`src/rtl/axi2mem_rd_tcdm_unit.sv`:
```
// Read-side TCDM back end: queues per-lane read commands, issues TCDM reads under a credit limit,
// and pairs the two lanes' returned words into 64-bit beats tagged with id/last.
module axi2mem_rd_tcdm_unit #(
    parameter int ADDR_WIDTH = 32,
    parameter int ID_WIDTH   = 6,
    parameter int CMD_DEPTH  = 4,
    parameter int RESP_DEPTH = 4
) (
    input  logic                       clk_i,
    input  logic                       rst_ni,
    input  logic [1:0]                 trans_req_i,
    input  logic [1:0][ADDR_WIDTH-1:0] trans_add_i,
    input  logic [1:0][ID_WIDTH-1:0]   trans_id_i,
    input  logic [1:0]                 trans_last_i,
    output logic [1:0]                 trans_gnt_o,
    output logic [1:0]                 tcdm_req_o,
    output logic [1:0][ADDR_WIDTH-1:0] tcdm_add_o,
    output logic [1:0]                 tcdm_wen_o,
    output logic [1:0][3:0]            tcdm_be_o,
    output logic [1:0][31:0]           tcdm_wdata_o,
    input  logic [1:0]                 tcdm_gnt_i,
    input  logic [1:0]                 tcdm_r_valid_i,
    input  logic [1:0][31:0]           tcdm_r_rdata_i,
    output logic [63:0]                data_dat_o,
    output logic [ID_WIDTH-1:0]        data_id_o,
    output logic                       data_last_o,
    output logic                       data_gnt_o,
    input  logic                       data_req_i
);

    // Handshakes: a command moves on trans_req_i & trans_gnt_o, a TCDM read on tcdm_req_o & tcdm_gnt_i,
    // and a beat on data_req_i & data_gnt_o; every ready/grant depends on registered state only.
    localparam int CPW = $clog2(CMD_DEPTH);
    localparam int RPW = $clog2(RESP_DEPTH);
    localparam int OW  = $clog2(RESP_DEPTH + 1);

    logic [1:0]               rsp_empty;
    logic [1:0][31:0]         rsp_dat_head;
    logic [1:0][ID_WIDTH-1:0] rsp_id_head;
    logic [1:0]               rsp_last_head;
    logic                     rsp_pop;

    assign rsp_pop      = data_req_i & data_gnt_o;
    assign tcdm_wen_o   = 2'b11;
    assign tcdm_be_o    = {4'hF, 4'hF};
    assign tcdm_wdata_o = '0;

    for (genvar l = 0; l < 2; l++) begin : g_lane
        logic [ADDR_WIDTH-1:0] cmd_add_q  [CMD_DEPTH];
        logic [ID_WIDTH-1:0]   cmd_id_q   [CMD_DEPTH];
        logic                  cmd_last_q [CMD_DEPTH];
        logic [CPW-1:0]        cmd_wr_q, cmd_rd_q;
        logic [CPW:0]          cmd_cnt_q;

        logic [31:0]           rsp_dat_q  [RESP_DEPTH];
        logic [ID_WIDTH-1:0]   rsp_id_q   [RESP_DEPTH];
        logic                  rsp_last_q [RESP_DEPTH];
        logic [RPW-1:0]        rsp_wr_q, rsp_rd_q;
        logic [RPW:0]          rsp_cnt_q;

        logic                  inflight_q;
        logic [ID_WIDTH-1:0]   tag_id_q;
        logic                  tag_last_q;
        logic [OW-1:0]         occ;
        logic                  cmd_push, cmd_pop, rsp_push, cmd_empty;

        assign cmd_empty      = (cmd_cnt_q == '0);
        assign trans_gnt_o[l] = (cmd_cnt_q != (CPW+1)'(CMD_DEPTH));
        assign cmd_push       = trans_req_i[l] & trans_gnt_o[l];
        assign cmd_pop        = tcdm_req_o[l] & tcdm_gnt_i[l];
        // A read returning with nothing outstanding (e.g. straggler across reset) is dropped.
        assign rsp_push       = tcdm_r_valid_i[l] & inflight_q;

        // Credits cover the outstanding read plus everything already buffered.
        assign occ            = OW'(rsp_cnt_q) + OW'(inflight_q);
        assign tcdm_req_o[l]  = !cmd_empty && (occ < OW'(RESP_DEPTH));
        assign tcdm_add_o[l]  = tcdm_req_o[l] ? cmd_add_q[cmd_rd_q] : '0;

        assign rsp_empty[l]     = (rsp_cnt_q == '0);
        assign rsp_dat_head[l]  = rsp_dat_q[rsp_rd_q];
        assign rsp_id_head[l]   = rsp_id_q[rsp_rd_q];
        assign rsp_last_head[l] = rsp_last_q[rsp_rd_q];

        always_ff @(posedge clk_i) begin
            if (cmd_push) begin
                cmd_add_q[cmd_wr_q]  <= trans_add_i[l];
                cmd_id_q[cmd_wr_q]   <= trans_id_i[l];
                cmd_last_q[cmd_wr_q] <= trans_last_i[l];
            end
            if (rsp_push) begin
                rsp_dat_q[rsp_wr_q]  <= tcdm_r_rdata_i[l];
                rsp_id_q[rsp_wr_q]   <= tag_id_q;
                rsp_last_q[rsp_wr_q] <= tag_last_q;
            end
        end

        always_ff @(posedge clk_i or negedge rst_ni) begin
            if (!rst_ni) begin
                cmd_wr_q   <= '0;
                cmd_rd_q   <= '0;
                cmd_cnt_q  <= '0;
                rsp_wr_q   <= '0;
                rsp_rd_q   <= '0;
                rsp_cnt_q  <= '0;
                inflight_q <= 1'b0;
                tag_id_q   <= '0;
                tag_last_q <= 1'b0;
            end else begin
                if (cmd_push) cmd_wr_q <= cmd_wr_q + CPW'(1);
                if (cmd_pop)  cmd_rd_q <= cmd_rd_q + CPW'(1);
                cmd_cnt_q <= cmd_cnt_q + (CPW+1)'(cmd_push) - (CPW+1)'(cmd_pop);
                if (rsp_push) rsp_wr_q <= rsp_wr_q + RPW'(1);
                if (rsp_pop)  rsp_rd_q <= rsp_rd_q + RPW'(1);
                rsp_cnt_q <= rsp_cnt_q + (RPW+1)'(rsp_push) - (RPW+1)'(rsp_pop);
                // A new grant wins over the returning read so back-to-back reads stay tracked.
                if (cmd_pop) begin
                    inflight_q <= 1'b1;
                    tag_id_q   <= cmd_id_q[cmd_rd_q];
                    tag_last_q <= cmd_last_q[cmd_rd_q];
                end else if (rsp_push) begin
                    inflight_q <= 1'b0;
                end
            end
        end

        a_rvalid_inflight: assert property (@(posedge clk_i) disable iff (!rst_ni)
            tcdm_r_valid_i[l] |-> inflight_q);
        a_occ_limit: assert property (@(posedge clk_i) disable iff (!rst_ni)
            occ <= OW'(RESP_DEPTH));
    end

    assign data_gnt_o  = !rsp_empty[0] & !rsp_empty[1];
    assign data_dat_o  = data_gnt_o ? {rsp_dat_head[1], rsp_dat_head[0]} : '0;
    assign data_id_o   = data_gnt_o ? rsp_id_head[0] : '0;
    assign data_last_o = data_gnt_o & rsp_last_head[0];

    a_pop_legal: assert property (@(posedge clk_i) disable iff (!rst_ni)
        data_req_i |-> data_gnt_o);
    a_lane_tags_match: assert property (@(posedge clk_i) disable iff (!rst_ni)
        data_gnt_o |-> (rsp_id_head[0] == rsp_id_head[1] && rsp_last_head[0] == rsp_last_head[1]));

endmodule

```
`config.mk`:
```
export PLATFORM = sky130hd
export DESIGN_NAME = axi2mem_rd_tcdm_unit
export DESIGN_NICKNAME = d
export VERILOG_FILES = /design/src/rtl/axi2mem_rd_tcdm_unit.sv
export SDC_FILE = /design/constraint.sdc
export NUM_CORES = 1
export LEC_CHECK = 0
export ABC_AREA = 0
export CAP_MARGIN = 20
export CORE_ASPECT_RATIO = 0.9
export CORE_MARGIN = 4
export CORE_UTILIZATION = 40
export DETAILED_ROUTE_END_ITERATION = 8
export SYNTH_ARGS = -nofsm -noshare
export SYNTH_HDL_FRONTEND = slang
export SYNTH_SLANG_ARGS = --single-unit
```
`constraint.sdc`:
```
create_clock -name clk_i -period 2.2 [get_ports clk_i]
set_input_delay 0.44 -clock clk_i [delete_from_list [all_inputs] [get_ports clk_i]]
set_output_delay 0.44 -clock clk_i [all_outputs]
set_load 0.02 [all_outputs]
```
# == Word-level counts from Yosys, hierarchy flattened ==
# Memory sizes are Yosys's and may differ from the RTL's. A register that Yosys moved wholly into a read port is not among the register bits.
# Cells that the tools add are included.
# op_classes
n_mux,16
n_reduce_logical,14
n_eq_ne,2
order_cmp,2
addsub,18
n_bitwise,9
# op_table
cell,n
32-bit 2-to-1 mux,2
64-bit 2-to-1 mux,1
3-bit by 1-bit adder with 3-bit output,6
"2-bit by 1-bit adder with 2-bit output, second input constant",8
3-bit zero test,4
1-bit 2-to-1 mux,12
3-bit by 1-bit subtractor with 3-bit output,4
1-bit AND,9
1-bit zero test,6
"3-bit < comparator, second input constant",2
6-bit 2-to-1 mux,1
"3-bit != test, second input constant",2
2-bit nonzero test,2
1-bit logical AND,2
# totals
ff_bits,30
elab_cells,83
out_inout_bits,214
mem_count,8
mem_bits_rw,568
inputBits,151
# memory_table
name,depth,word_bits,rd,rd_clocked_by_memory_dff,wr,line,rtl
g_lane[0].cmd_add_q,4,32,1,0,1,49,logic [ADDR_WIDTH-1:0] cmd_add_q [CMD_DEPTH];
g_lane[0].rsp_dat_q,4,32,1,0,1,55,logic [31:0] rsp_dat_q [RESP_DEPTH];
g_lane[1].cmd_add_q,4,32,1,0,1,49,
g_lane[1].rsp_dat_q,4,32,1,0,1,55,
g_lane[0].cmd_id_q,4,6,1,1,1,50,logic [ID_WIDTH-1:0] cmd_id_q [CMD_DEPTH];
g_lane[0].rsp_id_q,4,6,1,0,1,56,logic [ID_WIDTH-1:0] rsp_id_q [RESP_DEPTH];
2 more memories,--,--,--,--,--,--,

# == Logic depth before layout (Yosys ltp) ==
# Gate-level depths: netlist (run 1).
# depth
ltp_word,5
mapped_depth,11
ltp_nobuf,11

# == Worst setup path before layout (run 1) ==
# Ideal clock, no wire load.
# synth_timing
kind,register to register
start,reg g_lane[1].cmd_cnt_q[1]
end,reg g_lane[1].cmd_cnt_q[2]
slack_ns,-0.120
period_less_slack_ns,2.320
path_buffers,1
setup_ns,0.125
arrival_ns,2.195
required_time_ns,2.075
path_stages_with_launch,12
cell_sequence,dfrtp_1 or3_1 clkbuf_1 nand3_1 inv_1 ha_1 inv_1 ha_1 inv_1 fa_1 xnor2_1 xnor2_1
# synth_via
elab_chain_cells,5
word_cells_on_any_way,8
cone_classes,add/sub (2); eq/ne (1); bitwise (2); reduce/logical (3)
# synth_lines
item,line,rtl
from (decl),53,logic [CPW:0] cmd_cnt_q;
from (signal assigned),111,cmd_cnt_q <= cmd_cnt_q + (CPW+1)'(cmd_push) - (CPW+1)'(cmd_pop);
3-bit zero test,67,assign cmd_empty = (cmd_cnt_q == '0);
1-bit zero test,76,assign tcdm_req_o[l] = !cmd_empty && (occ < OW'(RESP_DEPTH));
1-bit logical AND,76,
1-bit AND,70,assign cmd_pop = tcdm_req_o[l] & tcdm_gnt_i[l];
net g_lane[1].cmd_pop,65,"logic cmd_push, cmd_pop, rsp_push, cmd_empty;"
3-bit by 1-bit subtractor with 3-bit output,111,
# The timed path passes the listed nets, and every way through them passes these cells.
# A chain may end at the register's enable or synchronous reset.

==> results_dict.tcl, run 1 <==
set metrics [dict create \
    status "finished, violations left" \
    violations "negative setup slack" \
    yosysTopAreaCell "edfxtp_1" \
    slowest_stage "dfrtp_2" \
    clock-root-buffer "clkbuf_16" \
    postRouteAntennaNets 0 \
    holdWs_ps 339 \
    drc 0 \
    io_pins 365 \
    worstSetupEndpointType "primary output" \
    antenna_found_initial 8 \
    grt_max_degree 40 \
    fin_cells 2397 \
    yosysUniqueCellTypes 29 \
    crit_start "g_lane[0].cmd_rd_q[0]" \
    period_share_pct 119 \
    synth_xor_area_share_pct 0.910 \
    viasPerCell 4.98 \
    hp-class "primary input to async pin" \
    path_clk_slew_ps 60 \
    max_stage_delay_ps 420 \
    syn_inst 1143 \
    synth_warnings 0 \
    rr_startpoint "g_lane[1].rsp_cnt_q[2]" \
    reg2reg_slack_ps -140 \
    synth-compound-area-share_pct 0.0418 \
    post-place-ws_ps -215 \
    p_leak_nw 11.4 \
    yosys_register_bits 605 \
    rsz0062_at_grt "true" \
    drt_iter0_markers 675 \
    die_area_um2 63800 \
    cp.required_ps 1760 \
    grt.total_usage_pct 16.0 \
    numCtsBuffers 61 \
    finalMaxSlewViolations 0 \
    num_vias 11939 \
    fin_ws_ps -413 \
    numClockSinks 605 \
    reg2reg_depth 13 \
    synth_area_per_cell_um2 20.9 \
    place_congestion 0.697 \
    path_class "flip-flop to primary output" \
    maxCapViolCount 0 \
    io_buffers 283 \
    clkLatencyLatePin_ps 600 \
    path_delay_family "buffers and inverters" \
    die_w_um 266 \
    grt_pass1_vias 12478 \
    yosysSeqAreaShare_pct 75.2 \
    overflow 0 \
    drive_above_1_share_pct 43.8 \
    muxShareOfSynthArea_pct 14.0 \
    synthSimpleGateAreaFrac_pct 4.56 \
    synth_top_family_by_area "multiplexers" \
    fin_skew_ps 13.4 \
    ir_drop_uv 1030 \
    nets 1746 \
    avgRoutedWirePerCell_um 21.7 \
    period_needed_ps 2610 \
    die_y_um 240 \
    initial_core_util_pct 40.6 \
    layout.cells.most_common "edfxtp_1" \
    dp_cells 2225 \
    crit_buf_inv 4 \
    synthAdderAreaFrac_pct 1.49 \
    ys_top_cells_by_area "edfxtp_1 (71%), mux4_2 (13%), dfrtp_1 (3.9%), buf_4 (2.6%), and3_1 (2.1%)" \
    row_count 84 \
    critPathMostFrequentCell "buf_12" \
    setup_viol 141 \
    r2r_end "g_lane[1].cmd_cnt_q[2]" \
    arrival_ps 2170 \
    path_cells "buf_12, buf_12, buf_4, mux4_2, and3_4, buf_6" \
    hold_viol_final 0 \
    clock.fmax_ghz 0.383 \
    power.density_nw_per_um2 1550 \
    htree_levels 2 \
    final_cell_mix "edfxtp_1 (568), buf_6 (144), mux4_2 (142), clkdlybuf4s50_1 (142), conb_1 (74)" \
    syn2layout_area_growth_pct 34.3 \
    grt_first_pass_wirelength_mm 78.0 \
    netlist.area_leader.share_pct 71.3 \
    cts_tree "built" \
    cp-start-kind "flip-flop" \
    synthesis.area_um2 23900 \
    core_um2 58900 \
    dpl.hpwl_mm 30.4 \
    clockBufferDepth 3 \
    wirelength_mm 52.1 \
    cp_max_fo 7 \
    first_pass_iters 6 \
]
flip-flops by register name, indices dropped and copies added (netlist names):
name,cells
g_lane.rsp_rd_q,4
g_lane.rsp_dat_q,256
g_lane.cmd_add_q,256
g_lane.cmd_rd_q,4
g_lane.cmd_id_q,24
g_lane.inflight_q,2
g_lane.cmd_wr_q,4
g_lane.rsp_cnt_q,6
g_lane.cmd_cnt_q,6
g_lane.cmd_last_q,4
g_lane.rsp_wr_q,4
g_lane.rsp_last_q,4
g_lane.tag_id_q,6
g_lane.rsp_id_q,24
g_lane.tag_last_q,1
worst max path at each step:
| stage | endpoint | slack, ps | depth (start not counted) |
|---|---|---|---|
| 6_report | tcdm_add_o[16] | -410 | 6 |
| 5_1_grt | tcdm_add_o[12] | -510 | 6 |
| 4_1_cts | tcdm_add_o[31] | -480 | 6 |
| 3_5_place_dp | tcdm_add_o[0] | -210 | 4 |
| 3_3_place_gp | tcdm_add_o[0] | -210 | 4 |
| 2_1_floorplan | g_lane[1].cmd_cnt_q[2] | -2 | 11 |
power breakdown:
| part | switching, mW | total, mW | leakage, nW | internal, mW |
|---|---|---|---|---|
| clock network | 4.28 | 10.7 | 1.02 | 6.39 |
| logic | 10.5 | 23.5 | 4.80 | 13.0 |
| registers | 0.694 | 15.6 | 5.60 | 14.9 |
layer usage:
metal / share of wire [%] / global-route usage [%] / wire length, um
met1: 42 / 21.6 / 21900
met2: 50 / 26.5 / 25800
met3: 5.9 / 3.90 / 3090
met4: 2.1 / 4.22 / 1110
met5: 0.21 / 0 / 108
cells in the mapped netlist:
| cell type | number |
|---|---|
| or3_4 | 1 |
| nand4_1 | 1 |
| and3_1 | 81 |
| xnor2_1 | 17 |
| nand2_1 | 7 |
| fa_1 | 4 |
| nor2_1 | 3 |
| nor3_1 | 2 |
| nand3_1 | 7 |
| o21ai_0 | 2 |
| buf_2 | 14 |
| inv_1 | 23 |
| edfxtp_1 | 568 |
| nand2_4 | 1 |
| clkbuf_1 | 27 |
| mux2_4 | 7 |
| conb_1 | 2 |
| xor2_2 | 1 |
| mux2_2 | 4 |
| or3_1 | 1 |
| ha_1 | 22 |
| buf_1 | 4 |
| and2_4 | 1 |
| xor2_1 | 6 |
| inv_6 | 1 |
| buf_4 | 84 |
| mux4_2 | 142 |
| and2_1 | 73 |
| dfrtp_1 | 37 |
what timing repair did:
action / CTS / global route
pin swaps: 88 / 20
hold endpoints to repair: 14 / 0
endpoints found under the setup margin: 143 / 146
hold buffers: 1 / 0
gates cloned: 15 / 4
buffers inserted: 35 / 8
gates resized for setup: 982 / 67
kinds of logic after synthesis:
group / count (synthesis)
mux: 153
flops: 605
xor+xnor: 24
simple gates: 178
fa+ha+maj: 26
buf+inv: 153
compound gates: 2
other cells: 2
through the flow:
step	utilization, %	cell area (um2)	power (mW)	setup TNS, ps
floorplan	-	24300	26.1	-1.93
detailed placement	48.2	28300	34.5	-17530
global route	54.6	32100	52.2	-57520
finish	54.6	32100	49.7	-43940
CTS	54.1	31900	49.7	-54160
global placement	48.2	28300	34.3	-17040
final cells by class:
type / instances / area [um2]
inverters: 24 / 97.6
diodes: 1 / 2.50
repair buffers: 420 / 4970
clock inverters: 31 / 345
multi-input cells: 457 / 5980
well taps: 774 / 968
flip-flops and latches: 605 / 18000
fillers: 4516 / 26700
clock buffers: 85 / 1760
Note: power is estimated with default switching activity, not from simulation.
==> inputs of run 2 (changes only) <==
Settings changed: SLEW_MARGIN set to 20.
==> results of run 2 <==
The final DEF is identical to that of run 1; final timing and power are the same.
==> inputs of run 3 (changes only) <==
Settings changed: DONT_BUFFER_PORTS set to 1, GPL_ROUTABILITY_DRIVEN set to 1.
==> run 3 against run 2 <==
  * The flow still finishes with violations (negative setup slack)
  * Via count fell by 6.0%
  * First-iteration DRC count rose by 3.0%
  * Cell area fell by 5.4%
  * Combinational power fell by 18%
  * Global-route usage fell by 0.43 points
  * Total power fell by 8.5%
  * Non-clock buffer count fell by 162
  * Worst hold slack got worse by 260 ps
  * Highest routed layer unchanged
==> results_dict.tcl, run 3 (synthesis gave the netlist of run 1 again) <==
set metrics [dict create \
    status "finished, violations left" \
    violations "negative setup slack" \
    largest_registers "g_lane.cmd_add_q (256), g_lane.rsp_dat_q (256)" \
    antenna_found_initial 5 \
    p_switching_mw 14.8 \
    grt.total_usage_pct 15.6 \
    place_congestion 0.686 \
    finalMaxSlewViolations 0 \
    clock-root-buffer "clkbuf_16" \
    wirelength_mm 51.5 \
    p_sw_share_pct 32.4 \
    avgRoutedWirePerCell_um 23.0 \
    slowest_stage "mux4_2" \
    io_pins 365 \
    p_leak_nw 10.5 \
    grt_pass1_vias 11664 \
    num_vias 11225 \
    clockBufferDepth 3 \
    setup_viol 138 \
    drc 0 \
    cp-start-kind "flip-flop" \
    postRouteAntennaNets 0 \
    grt_first_pass_wirelength_mm 75.3 \
    rsz0062_at_grt "true" \
    critPathMostFrequentCell "buf_12" \
    p_int_mw 30.8 \
    die_y_um 240 \
    worstSetupEndpointType "primary output" \
    power.density_nw_per_um2 1500 \
    initial_core_util_pct 40.6 \
    drt_iter0_markers 695 \
    fin_ws_ps -333 \
    die_area_um2 63800 \
    path_delay_family "multiplexers" \
    fin_skew_ps 26.8 \
    cts_tree "built" \
    syn2layout_area_growth_pct 27.1 \
    path_cells "buf_12, buf_12, buf_16, mux4_2, and2_4" \
    nets 1583 \
    hp-class "primary input to flip-flop" \
    arrival_ps 2090 \
    maxCapViolCount 0 \
    period_share_pct 115 \
    clock_power_share_pct 23.4 \
    holdWs_ps 78.5 \
    period_needed_ps 2530 \
    die_w_um 266 \
    max_stage_delay_ps 490 \
    io_buffers 0 \
    core_um2 58900 \
    dpl.hpwl_mm 28.1 \
    row_count 84 \
    hold_viol_final 0 \
    htree_levels 2 \
    drive_above_1_share_pct 37.6 \
    path_class "flip-flop to primary output" \
    layout.cells.most_common "edfxtp_1" \
    grt_max_degree 40 \
    clkLatencyLatePin_ps 630 \
    crit_buf_inv 3 \
    post-place-ws_ps 19.3 \
    numClockSinks 605 \
    ir_drop_uv 822 \
    first_pass_iters 5 \
    cp.required_ps 1760 \
    overflow 0 \
    viasPerCell 5.03 \
    clock.fmax_ghz 0.395 \
    cp_max_fo 5 \
    pwr-share-comb_pct 42.2 \
    numCtsBuffers 60 \
    final_cell_mix "edfxtp_1 (568), mux4_2 (142), dlygate4sd3_1 (140)" \
    power_frac_seq_pct 34.4 \
    path_clk_slew_ps 60 \
]
[run 3: cell types whose count changed in the layout (fill, tap and decap cells not counted), sizes merged, moves of 2 or more]
cell,change
buf,-161
clkdlybuf4s50,-142
dlygate4sd3,+139
clkbuf,-11
clkinv,+9
bufinv,+5
clkinvlp,-4
diode,+2
[run 3: layout make-up]
| type | instances | area (um2) |
|---|---|---|
| sequential | 605 | 18000 |
| fill | 4637 | 28500 |
| inverter | 24 | 100 |
| clock inverter | 40 | 526 |
| multi-input combinational | 457 | 5990 |
| tap | 774 | 968 |
| antenna | 3 | 7.51 |
| timing repair buffer | 258 | 3270 |
| clock buffer | 72 | 1550 |
[run 3: repair_timing]
action / in CTS / in global routing
gates cloned: 15 / 6
pin swaps: 42 / 39
buffers inserted: 32 / 13
setup endpoints to repair: 139 / 143
hold buffers: 141 / 0
hold endpoints to repair: 582 / 0
gates resized for setup: 222 / 130
[run 3: metal layers]
layer	wire length, um	track usage, %
met5	27	0
met4	1160	4.41
met3	3280	3.70
met2	25900	25.6
met1	21100	21.1
[run 3: through the flow]
stage | total power, mW | TNS, ps | std cells | utilization (%) | area [um2]
5_1_grt | 47.8 | -49280 | 2233 | 51.6 | 30400
6_report | 45.5 | -36720 | 2233 | 51.6 | 30400
4_1_cts | 45.0 | -48890 | 2216 | 50.9 | 29900
2_1_floorplan | 26.1 | -1.93 | 1215 | - | 24300
3_3_place_gp | 29.7 | 0 | 1917 | 42.8 | 25200
3_5_place_dp | 29.9 | 0 | 1917 | 42.8 | 25200
[run 3: final timing paths]
check | from | slack (ps) | to | depth (start not counted)
setup / recovery | g_lane[0].rsp_rd_q[0] | -330 | data_dat_o[23] | 5
hold / removal | data_req_i | 80 | g_lane[0].rsp_cnt_q[1] | 2
setup reg to reg | g_lane[1].rsp_cnt_q[0] | -60 | g_lane[1].cmd_cnt_q[2] | 13
hold reg to reg | g_lane[0].rsp_wr_q[0] | 530 | g_lane[0].rsp_wr_q[0] | 1
max in group asynchronous | rst_ni | 1630 | g_lane[1].rsp_cnt_q[2] | 2
min in group asynchronous | rst_ni | 350 | g_lane[0].rsp_cnt_q[1] | 2
[run 3: power by group through the flow]
| stage | logic [mW] | registers [mW] | clock network, mW |
|---|---|---|---|
| after floorplan | 10.5 | 15.6 | 0 |
| after global placement | 13.9 | 15.8 | 0 |
| after detailed placement | 14.0 | 15.9 | 0 |
| after CTS | 18.3 | 15.7 | 11.0 |
| after global routing | 20.4 | 15.9 | 11.5 |
| final | 19.2 | 15.7 | 10.7 |
